File: config.mk
export PLATFORM = sky130hd
export DESIGN_NAME = log_frame_sequencer
export DESIGN_NICKNAME = d
export VERILOG_FILES = /design/src/rtl/log_seq_pkg.sv /design/src/rtl/result_fifo.sv /design/src/rtl/log_frame_sequencer.sv
export SDC_FILE = /design/constraint.sdc
export NUM_CORES = 1
export LEC_CHECK = 0
export ABC_CLOCK_PERIOD_IN_PS = 2500
export BUFFER_PORTS_ARGS = -buffer_cell sky130_fd_sc_hd__buf_4
export CORE_MARGIN = 1.5
export CORE_UTILIZATION = 54
export DETAILED_ROUTE_END_ITERATION = 7
export PLACE_DENSITY = 0.88
export SLEW_MARGIN = 0
export SYNTH_ARGS = -nofsm -noshare
export SYNTH_HDL_FRONTEND = slang
export SYNTH_SLANG_ARGS = --single-unit
File: constraint.sdc
create_clock -name clk_in -period 2.5 [get_ports clk_in]
set_input_delay 0.25 -clock clk_in [delete_from_list [all_inputs] [get_ports clk_in]]
set_output_delay 0.25 -clock clk_in [all_outputs]
set_load 0.01 [all_outputs]
File: src/rtl/log_seq_pkg.sv
// ----------------------------------------------------------------------------
// log_seq_pkg
// Shared types and constants for the log frame sequencer and its result FIFO.
//   seq_state_t : frame controller states
//   sideband_t  : per-argument tag travelling alongside the log unit pipeline
//   result_t    : one tagged log result as stored in the result FIFO
// The index fields are sized for the largest supported frame (2**IDX_MAX_W
// bins). Instances truncate to $clog2(NUM_BINS) at their ports.
// ----------------------------------------------------------------------------
package log_seq_pkg;

    localparam int IDX_MAX_W = 8;
    localparam logic signed [15:0] FLOOR_DEFAULT = 16'sh8000;

    typedef enum logic [1:0] {
        IDLE   = 2'd0,
        STREAM = 2'd1,
        DRAIN  = 2'd2
    } seq_state_t;

    typedef struct packed {
        logic                 valid;
        logic [IDX_MAX_W-1:0] index;
        logic                 last;
        logic                 zero;
    } sideband_t;

    typedef struct packed {
        logic [15:0]          data;
        logic [IDX_MAX_W-1:0] index;
        logic                 last;
    } result_t;

endpackage

File: src/rtl/result_fifo.sv
// ----------------------------------------------------------------------------
// result_fifo
// Synchronous show-ahead FIFO of result_t. The head entry is visible on
// head_out whenever head_valid_out is high; pop_in consumes it.
// Ports:
//   clk_in, rst_in      clock (rising edge), asynchronous active-low reset
//   push_in/push_data_in write one entry (caller guarantees not full)
//   pop_in              consume the head entry (ignored when empty)
//   head_out            head entry, forced to zero while empty
//   head_valid_out      FIFO not empty
//   count_out           number of stored entries
// ----------------------------------------------------------------------------
module result_fifo
    import log_seq_pkg::*;
#(
    parameter  int DEPTH = 4,
    localparam int PTR_W = (DEPTH > 1) ? $clog2(DEPTH) : 1,
    localparam int CNT_W = $clog2(DEPTH + 1)
) (
    input  logic             clk_in,
    input  logic             rst_in,
    input  logic             push_in,
    input  result_t          push_data_in,
    input  logic             pop_in,
    output result_t          head_out,
    output logic             head_valid_out,
    output logic [CNT_W-1:0] count_out
);

    result_t          r_mem [DEPTH];
    logic [PTR_W-1:0] r_wr_ptr;
    logic [PTR_W-1:0] r_rd_ptr;
    logic [CNT_W-1:0] r_count;

    logic             w_pop;
    logic [PTR_W-1:0] w_wr_ptr_next;
    logic [PTR_W-1:0] w_rd_ptr_next;

    assign w_pop         = pop_in & (r_count != '0);
    assign w_wr_ptr_next = (r_wr_ptr == PTR_W'(DEPTH - 1)) ? '0 : r_wr_ptr + PTR_W'(1);
    assign w_rd_ptr_next = (r_rd_ptr == PTR_W'(DEPTH - 1)) ? '0 : r_rd_ptr + PTR_W'(1);

    // Storage carries no reset; stale contents are masked by the count.
    always_ff @(posedge clk_in) begin
        if (push_in) begin
            r_mem[r_wr_ptr] <= push_data_in;
        end
    end

    always_ff @(posedge clk_in or negedge rst_in) begin
        if (!rst_in) begin
            r_wr_ptr <= '0;
            r_rd_ptr <= '0;
            r_count  <= '0;
        end else begin
            if (push_in) begin
                r_wr_ptr <= w_wr_ptr_next;
            end
            if (w_pop) begin
                r_rd_ptr <= w_rd_ptr_next;
            end
            case ({push_in, w_pop})
                2'b10:   r_count <= r_count + CNT_W'(1);
                2'b01:   r_count <= r_count - CNT_W'(1);
                default: r_count <= r_count;
            endcase
        end
    end

    assign head_valid_out = (r_count != '0);
    assign head_out       = head_valid_out ? r_mem[r_rd_ptr] : '0;
    assign count_out      = r_count;

endmodule

File: src/rtl/log_frame_sequencer.sv
// ----------------------------------------------------------------------------
// log_frame_sequencer
// Frame controller around a fixed-latency, non-stallable base-2 log unit.
// Filterbank energies (unsigned 16.16) are issued to the log unit. Each result
// is tagged with its bin index and an end-of-frame flag, then buffered in a
// credit-protected FIFO so downstream back-pressure never loses a result.
// Ports:
//   clk_in, rst_in             clock (rising edge), asynchronous active-low reset
//   enable_in                  permits new frames to start
//   bin_data/valid/last_in,    upstream energy stream
//   bin_ready_out
//   log_arg_out/valid_out      argument to the log unit
//   log_result_in/valid_in     signed 5.11 result from the log unit
//   coef_data/index/last/valid_out, coef_ready_in   downstream result stream
//   frame_done_out             pulse once the last result of a frame is popped
//   frame_err_out              pulse when bin_last_in disagrees with frame length
//   sync_err_out               sticky: result valid misaligned with sideband
// ----------------------------------------------------------------------------
module log_frame_sequencer
    import log_seq_pkg::*;
#(
    parameter  int                 NUM_BINS    = 32,
    parameter  int                 FIFO_DEPTH  = 4,
    parameter  int                 LOG_LATENCY = 1,
    parameter  logic signed [15:0] FLOOR_VALUE = FLOOR_DEFAULT,
    localparam int                 IDX_W       = $clog2(NUM_BINS),
    localparam int                 CNT_W       = $clog2(FIFO_DEPTH + 1)
) (
    input  logic                    clk_in,
    input  logic                    rst_in,
    input  logic                    enable_in,
    input  logic [31:0]             bin_data_in,
    input  logic                    bin_valid_in,
    input  logic                    bin_last_in,
    output logic                    bin_ready_out,
    output logic [31:0]             log_arg_out,
    output logic                    log_arg_valid_out,
    input  logic [15:0]             log_result_in,
    input  logic                    log_result_valid_in,
    output logic [15:0]             coef_data_out,
    output logic [IDX_W-1:0]        coef_index_out,
    output logic                    coef_last_out,
    output logic                    coef_valid_out,
    input  logic                    coef_ready_in,
    output logic                    frame_done_out,
    output logic                    frame_err_out,
    output logic                    sync_err_out
);

    seq_state_t             r_state;
    logic [IDX_W-1:0]       r_index;
    logic                   r_frame_done;
    logic                   r_frame_err;
    logic                   r_sync_err;
    sideband_t              r_sb [LOG_LATENCY];
    // Masks the alignment check while results issued before a reset may
    // still be emerging from the log unit.
    logic [LOG_LATENCY-1:0] r_guard;

    logic                   w_fire;
    logic                   w_pop;
    logic                   w_at_max;
    logic                   w_end;
    logic                   w_has_credit;
    int                     w_inflight;
    sideband_t              w_sb_new;
    sideband_t              w_sb_tail;
    result_t                w_push_data;
    result_t                w_head;
    logic                   w_head_valid;
    logic [CNT_W-1:0]       w_count;

    // ------------------------------------------------------------------
    // Credits: every accepted bin owns a FIFO slot from issue until pop,
    // so free slots = depth - stored - still inside the log pipeline.
    // Built from registers only, keeping bin_ready_out off any input path.
    // ------------------------------------------------------------------
    always_comb begin
        w_inflight = 0;
        for (int i = 0; i < LOG_LATENCY; i++) begin
            if (r_sb[i].valid) begin
                w_inflight = w_inflight + 1;
            end
        end
        w_has_credit = (FIFO_DEPTH - int'(w_count) - w_inflight) > 0;
    end

    assign bin_ready_out     = (r_state == STREAM) && w_has_credit;
    assign w_fire            = bin_valid_in & bin_ready_out;
    assign log_arg_out       = bin_data_in;
    assign log_arg_valid_out = w_fire;

    assign w_at_max = (r_index == IDX_W'(NUM_BINS - 1));
    assign w_end    = w_fire & (bin_last_in | w_at_max);

    assign w_sb_new = '{
        valid: w_fire,
        index: IDX_MAX_W'(r_index),
        last:  w_end,
        zero:  (bin_data_in == 32'd0)
    };

    // ------------------------------------------------------------------
    // Sideband delay line, one stage per cycle of log unit latency.
    // ------------------------------------------------------------------
    generate
        for (genvar gi = 0; gi < LOG_LATENCY; gi++) begin : g_sb
            always_ff @(posedge clk_in or negedge rst_in) begin
                if (!rst_in) begin
                    r_sb[gi] <= '0;
                end else if (gi == 0) begin
                    r_sb[gi] <= w_sb_new;
                end else begin
                    r_sb[gi] <= r_sb[(gi > 0) ? gi - 1 : 0];
                end
            end
        end
    endgenerate

    assign w_sb_tail   = r_sb[LOG_LATENCY-1];
    assign w_push_data = '{
        data:  w_sb_tail.zero ? FLOOR_VALUE : log_result_in,
        index: w_sb_tail.index,
        last:  w_sb_tail.last
    };

    always_ff @(posedge clk_in or negedge rst_in) begin
        if (!rst_in) begin
            r_guard    <= '1;
            r_sync_err <= 1'b0;
        end else begin
            r_guard <= r_guard << 1;
            if (!r_guard[LOG_LATENCY-1] && (log_result_valid_in != w_sb_tail.valid)) begin
                r_sync_err <= 1'b1;
            end
        end
    end

    result_fifo #(
        .DEPTH (FIFO_DEPTH)
    ) u_result_fifo (
        .clk_in         (clk_in),
        .rst_in         (rst_in),
        .push_in        (w_sb_tail.valid),
        .push_data_in   (w_push_data),
        .pop_in         (w_pop),
        .head_out       (w_head),
        .head_valid_out (w_head_valid),
        .count_out      (w_count)
    );

    assign w_pop = w_head_valid & coef_ready_in;

    // ------------------------------------------------------------------
    // Frame state machine. A frame is closed by an explicit last beat or
    // by reaching the final bin, whichever comes first, so the index never
    // wraps inside a frame.
    // ------------------------------------------------------------------
    always_ff @(posedge clk_in or negedge rst_in) begin
        if (!rst_in) begin
            r_state      <= IDLE;
            r_index      <= '0;
            r_frame_done <= 1'b0;
            r_frame_err  <= 1'b0;
        end else begin
            r_frame_done <= 1'b0;
            r_frame_err  <= 1'b0;
            case (r_state)
                IDLE: begin
                    if (enable_in) begin
                        r_state <= STREAM;
                        r_index <= '0;
                    end
                end
                STREAM: begin
                    if (w_end) begin
                        r_state     <= DRAIN;
                        r_index     <= '0;
                        r_frame_err <= bin_last_in ^ w_at_max;
                    end else if (w_fire) begin
                        r_index <= r_index + IDX_W'(1);
                    end
                end
                DRAIN: begin
                    if (w_pop && w_head.last) begin
                        r_frame_done <= 1'b1;
                        r_state      <= enable_in ? STREAM : IDLE;
                    end
                end
                default: begin
                    r_state <= IDLE;
                end
            endcase
        end
    end

    assign coef_data_out  = w_head.data;
    assign coef_index_out = IDX_W'(w_head.index);
    assign coef_last_out  = w_head.last;
    assign coef_valid_out = w_head_valid;
    assign frame_done_out = r_frame_done;
    assign frame_err_out  = r_frame_err;
    assign sync_err_out   = r_sync_err;

endmodule

# == Word level (Yosys, flattened, before mapping) ==
# Memories as Yosys holds them, arrays and structs flattened.
# Index checks and enable logic that the tools add are counted.
# op_classes
add_sub_neg,7
order_cmp,1
n_eq_ne,12
n_mux,21
n_bitwise,6
n_reduce_logical,11
# ops
operator,n
$gt 32x1->1 const B,1
$logic_not 32->1,1
$mux 25,1
$mux 16,1
$mux 5,3
$mux 2,5
$pmux 5 s2,1
$eq 2x2->1 const B,4
$mux 1,8
$ne 2x2->1 const B,3
$pmux 2 s3,1
$pmux 3 s2,1
$reduce_and 3->1,2
$add 5x1->5 const B,1
$eq 5x5->1 const B,1
$sub 4x2->5,1
$add 2x1->2 const B,2
$and 1x1->1,4
$eq 2x1->1 const B,2
$reduce_bool 2->1,2
$sub 3x3->4 const A,1
$add 3x1->3 const B,1
$logic_and 1x1->1,3
$ne 3x3->1 const B,1
other kinds (7),7
# totals
reg_bits,26
ramBits,88
in_bits,55
out_inout_bits,60
wordCells,72
memories,1
# mem_list
name,depth,word_bits,read_ports,rd_ports_with_merged_regs,write_ports,line,source
u_result_fifo.r_mem,4,22,1,0,1,result_fifo.sv:30,result_t r_mem [DEPTH];

# == Longest topological paths before layout ==
# depth
word_depth,8
depth_mapped,10
mapped_depth_nobuf,10

# == Cells and area by module ==
# From an unflattened synthesis, not the netlist that was laid out.
# hier_totals
cells_unflattened,328
hier_area_um2,5534.1
# modules_own_cells
module,n_inst,cells_per_inst,area_each_um2,seq_area_each_um2
result_fifo,1,197,4217.8,3178.0
log_frame_sequencer,1,131,1316.3,476.7

# == Worst setup path after synthesis ==
# No wires, ideal clock.
# synth_path
path_kind,register to register
startpoint,"reg u_result_fifo.r_count[0], in the netlist u_result_fifo.count_out[0]"
endpoint,reg r_index[2]
setup_ps,124
arrival_time_ps,2063
required_time_ps,2376
path_slack_ps,313
stages_incl_launch_ff,10
path_buffers,0
synth_period_minus_slack_ps,2187
cell_sequence,dfrtp_1 inv_1 ha_1 inv_1 ha_1 a21o_2 nand2_1 nand4_4 o211a_1 a211o_1
# synth_between
elab_chain_cells,8
elab_cells_between_ends,10
classes_between,2 x add/sub; 1 x order compare; 1 x eq/ne; 2 x mux; 2 x bitwise; 2 x reduce/logical
# synth_lines
element,line,source
start: declaration,result_fifo.sv:33,logic [CNT_W-1:0] r_count;
start signal: assignment,result_fifo.sv:63,2'b10: r_count <= r_count + CNT_W'(1);
start signal: assignment,result_fifo.sv:64,2'b01: r_count <= r_count - CNT_W'(1);
start signal: assignment,result_fifo.sv:65,default: r_count <= r_count;
$sub 3x3->4 (*),log_frame_sequencer.sv:85,w_has_credit = (FIFO_DEPTH - int'(w_count) - w_inflight) > 0;
$sub 4x2->5 (*),log_frame_sequencer.sv:85,
$gt 32x1->1 (*),log_frame_sequencer.sv:85,
$logic_and 1x1->1 (*),log_frame_sequencer.sv:88,assign bin_ready_out = (r_state == STREAM) && w_has_credit;
$and 1x1->1 (*),log_frame_sequencer.sv:89,assign w_fire = bin_valid_in & bin_ready_out;
$and 1x1->1,log_frame_sequencer.sv:94,assign w_end = w_fire & (bin_last_in | w_at_max);
$ne 3x3->1 (no line) / $mux 5 (equally long branches),n/a,
$reduce_and 3->1 (no line) / $pmux 5 s2 (equally long branches),n/a,
end signal: assignment,log_frame_sequencer.sv:181,r_index <= r_index + IDX_W'(1);
end: declaration,log_frame_sequencer.sv:51,logic [IDX_W-1:0] r_index;
# Mark *: on every way between the ends. The rest lies on a longest branch, timed or not.
# A chain may end at the register's enable or synchronous reset.

# == Worst setup path in the final report ==
# layout_path
startpoint,"reg u_result_fifo.r_count[1], in the netlist u_result_fifo.count_out[1]"
endpoint,out log_arg_valid_out
# layout_between
elab_chain_cells,5
# layout_lines
element,line,source
$sub 3x3->4,log_frame_sequencer.sv:85,
$sub 4x2->5,log_frame_sequencer.sv:85,
$gt 32x1->1,log_frame_sequencer.sv:85,
$logic_and 1x1->1,log_frame_sequencer.sv:88,
$and 1x1->1,log_frame_sequencer.sv:89,
end: declaration,log_frame_sequencer.sv:37,"output logic log_arg_valid_out,"
# Every way passes these cells.

==> out/metrics.cfg <==
[run_status]
status=complete, no violations

[critical_path]
cp_top_family=adder cells
crit_arrival_ns=2.15
rrSetupSlack_ns=0.38
crit_chain=inv_2 > ha_4 > inv_2 > ha_4 > a21o_2 > nand2_2 > nand4_4 > inv_2 > buf_4
crit_top_cell=inv_2
max_stage_delay_ns=0.36
worstSetupPathType=reg -> out
path_buf_inv=4
required_ns=2.25
critPathSlowestCell=dfrtp_1
endpoint_kind=output port
cp_max_fo=5
r2r_cells=9
reg2reg_from=r_index[0]
crit_path_start_kind=flip-flop
reg2reg_to=r_index[2]

[cells_and_area]
finish.utilization_pct=70.4
diodes=0
fin_nets=483
fillers=583
syn2layout_area_growth_pct=27.9
drive_above_1_share_pct=46.6
instances_no_fill=538
design_area_mm2=0.00645

[logic_synthesis]
synth_seq_cells=114
avgSynthCellArea_um2=16.4
synth_top_family_by_area=multiplexers
yosys.area_share.simple_pct=9.93
synth_xor_area_share_pct=0.695
yosys_warnings=0
synth_compound_area_share_pct=2.83
synth_ff_type=edfxtp_1
ys_types=45
synth_area_mm2=0.00504
ys_seq_area_share_pct=65.3
syn-num-nets=377
muxShareOfSynthArea_pct=10.7
synthAdderAreaFrac_pct=3.62
synth_cells=308
synthArstFlopShare_pct=22.8
synth_edf_count=88

[drt]
first_pass_iters=4
drtIter0Drc=183
routed-via-count=2846
wl_per_cell_um=18.3
viasPerCell=5.29
wirelength_um=9870
drc_errors=0
drtAntennaViolNets=0

[sta]
whs_ns=0.0231
setup_viol=0
fin_ws_ns=0.0964
rsz0062_at_grt=no
finalMaxSlewViolations=0
fin_skew_ns=0.00517
finalCriticalPeriod_ns=2.40
hold_viol_final=0
worst_slew_pin_slew_ns=0.636
fin_crit_sh_pct=96.1
maxSlewHeadroom_pct=57.6
fin_setup_tns_ns=0
max_clock_freq_mhz=416

[power]
pwr-share-clk_pct=28.8
switchingPower_mw=2.34
power_density_mw_per_mm2=1170
power.leakage_nw=2.58
comb_power_share_pct=35.8
power_mw=7.54
seq_power_share_pct=35.4
ir_worst_vdd_mv=0.784
netSwitchingFraction_pct=31.0
p_int_mw=5.20

[hold_path]
holdPathEnd=sync_err_out
hold_path.startpoint=log_result_valid_in
hp-class=in -> reg
holdPathStages=3

[clocking]
cts_tree=built
cts.path.max_buffers=2
numCtsBuffers=17
clock_latency_ns=0.50
clock-sinks=114
cts.clk_slew.worst_paths_ns=0.06
cts-root-buf=clkbuf_8
cts-htree-levels=4

[global_route]
track_usage_pct=21.5
grt_pass1_vias=2959
grt_max_degree=27
grt-ovfl-total=0
grt_pass1_wl_um=15700
antenna_found_initial=0

[floorplanning]
fp-row-count=35
die_y_um=99.6
die_w_um=99.6
fp.coreArea_mm2=0.00915
die_area_mm2=0.00993
ios=115
initial_core_util_pct=55.1

[placed_design]
placed_area_mm2=0.00581
dp_slack_ns=0.187
dp_hpwl_um=6440
place_inst=500
port_buffers=114
gp_congestion=0.772

[flow_run]
max_cap_viol_count=0

layout make-up:
class                           count  area [um^2]  share of cell area, %
Sequential cell                   114         3300                   51.1
Multi-Input combinational cell    140         1430                   22.2
Timing Repair Buffer              128          983                   15.3
Clock buffer                       17          414                   6.42
Tap cell                          111          139                   2.15
Clock inverter                     15          135                   2.10
Inverter                           13         48.8                  0.757
power groups by stage:
| stage | combinational, mW | clock, mW | sequential [mW] |
|---|---|---|---|
| 2_1_floorplan | 1.76 | 0 | 2.60 |
| 3_3_place_gp | 2.52 | 0 | 2.66 |
| 3_5_place_dp | 2.59 | 0 | 2.70 |
| 4_1_cts | 2.70 | 2.21 | 2.67 |
| 5_1_grt | 2.94 | 2.29 | 2.71 |
| 6_report | 2.70 | 2.17 | 2.67 |
flip-flops by register name, summed over array words and instances, names as in the netlist:
signal and flops:
frame_err_out 1, u_result_fifo.count_out 3, r_index 5, frame_done_out 1, r_state 2, sync_err_out 1
r_sb 8, r_guard 1, u_result_fifo.r_mem 88, u_result_fifo.r_wr_ptr 2, u_result_fifo.r_rd_ptr 2
cell usage after synthesis, types with 2 or more instances:
library cell | instances | area, um^2
buf_4 | 33 | 248
mux4_2 | 22 | 495
xnor2_1 | 3 | 26.3
o21ai_0 | 3 | 15.0
buf_6 | 2 | 22.5
nand4_1 | 2 | 12.5
nor4_1 | 8 | 50.1
a22o_1 | 3 | 26.3
buf_2 | 2 | 10.0
nand2_1 | 7 | 26.3
edfxtp_1 | 88 | 2640
nor2b_1 | 16 | 100
inv_1 | 13 | 48.8
dfrtp_1 | 25 | 626
and2_1 | 27 | 169
mux2_2 | 3 | 33.8
clkbuf_1 | 4 | 15.0
ha_1 | 13 | 163
nor2_1 | 8 | 30.0
worst register-to-register path, stage by stage, from the launching register on:
cell and delay [ns]:
dfrtp_1 0.41, ha_1 0.22, and3_1 0.17, ha_1 0.16
inv_1 0.05, ha_1 0.23, nand2_1 0.08, and4b_2 0.26
and3b_1 0.20, a211o_1 0.22
metal layers:
metal  vias up  GRT usage (%)  wire length [um]
met4         0           8.34               153
met1      1414           27.4              4090
met2        89           35.8              5190
met5         -              0                 0
li1       1329              -                 -
met3        14           5.41               431
cell families (layout without fill, tap and decap cells):
| logic type | Yosys count | in the layout |
|---|---|---|
| AO/OA/AOI/OAI | 15 | 15 |
| XOR/XNOR | 4 | 4 |
| adder cells (fa/ha/maj) | 14 | 14 |
| buffers and inverters | 54 | 173 |
| flip-flops | 114 | 114 |
| multiplexers | 26 | 26 |
| other | 1 | 1 |
| AND/OR/NAND/NOR | 80 | 80 |
cells in the final DEF (no fill, tap or decap), types with 4 or more instances in the layout:
cell type / n
and2_1: 27
buf_4: 123
clkbuf_16: 16
clkinvlp_4: 8
dfrtp_1: 24
dlygate4sd3_1: 4
edfxtp_1: 88
ha_1: 11
inv_1: 9
inv_2: 4
mux4_2: 22
nand2_1: 6
nor2_1: 8
nor2b_1: 16
nor4_1: 8
what timing repair did:
item / CTS / global route
endpoints found under the setup margin: 2 / 1
gates resized for setup: 5 / 3
pin swaps: 0 / 1
gates cloned: 0 / 0
hold endpoints to repair: 27 / 0
hold buffers: 4 / 0
buffers inserted: 1 / 1
worst max path at each step:
stage                                from                 to  depth (start not counted)
2_1_floorplan  u_result_fifo.count_out[0]         r_index[2]                          9
3_3_place_gp   u_result_fifo.count_out[0]         r_index[2]                          9
3_5_place_dp   u_result_fifo.count_out[0]         r_index[2]                          9
4_1_cts        u_result_fifo.count_out[1]  log_arg_valid_out                          9
5_1_grt        u_result_fifo.count_out[1]  log_arg_valid_out                          9
6_report       u_result_fifo.count_out[1]  log_arg_valid_out                          9
Power figures use the tool's default switching activity.
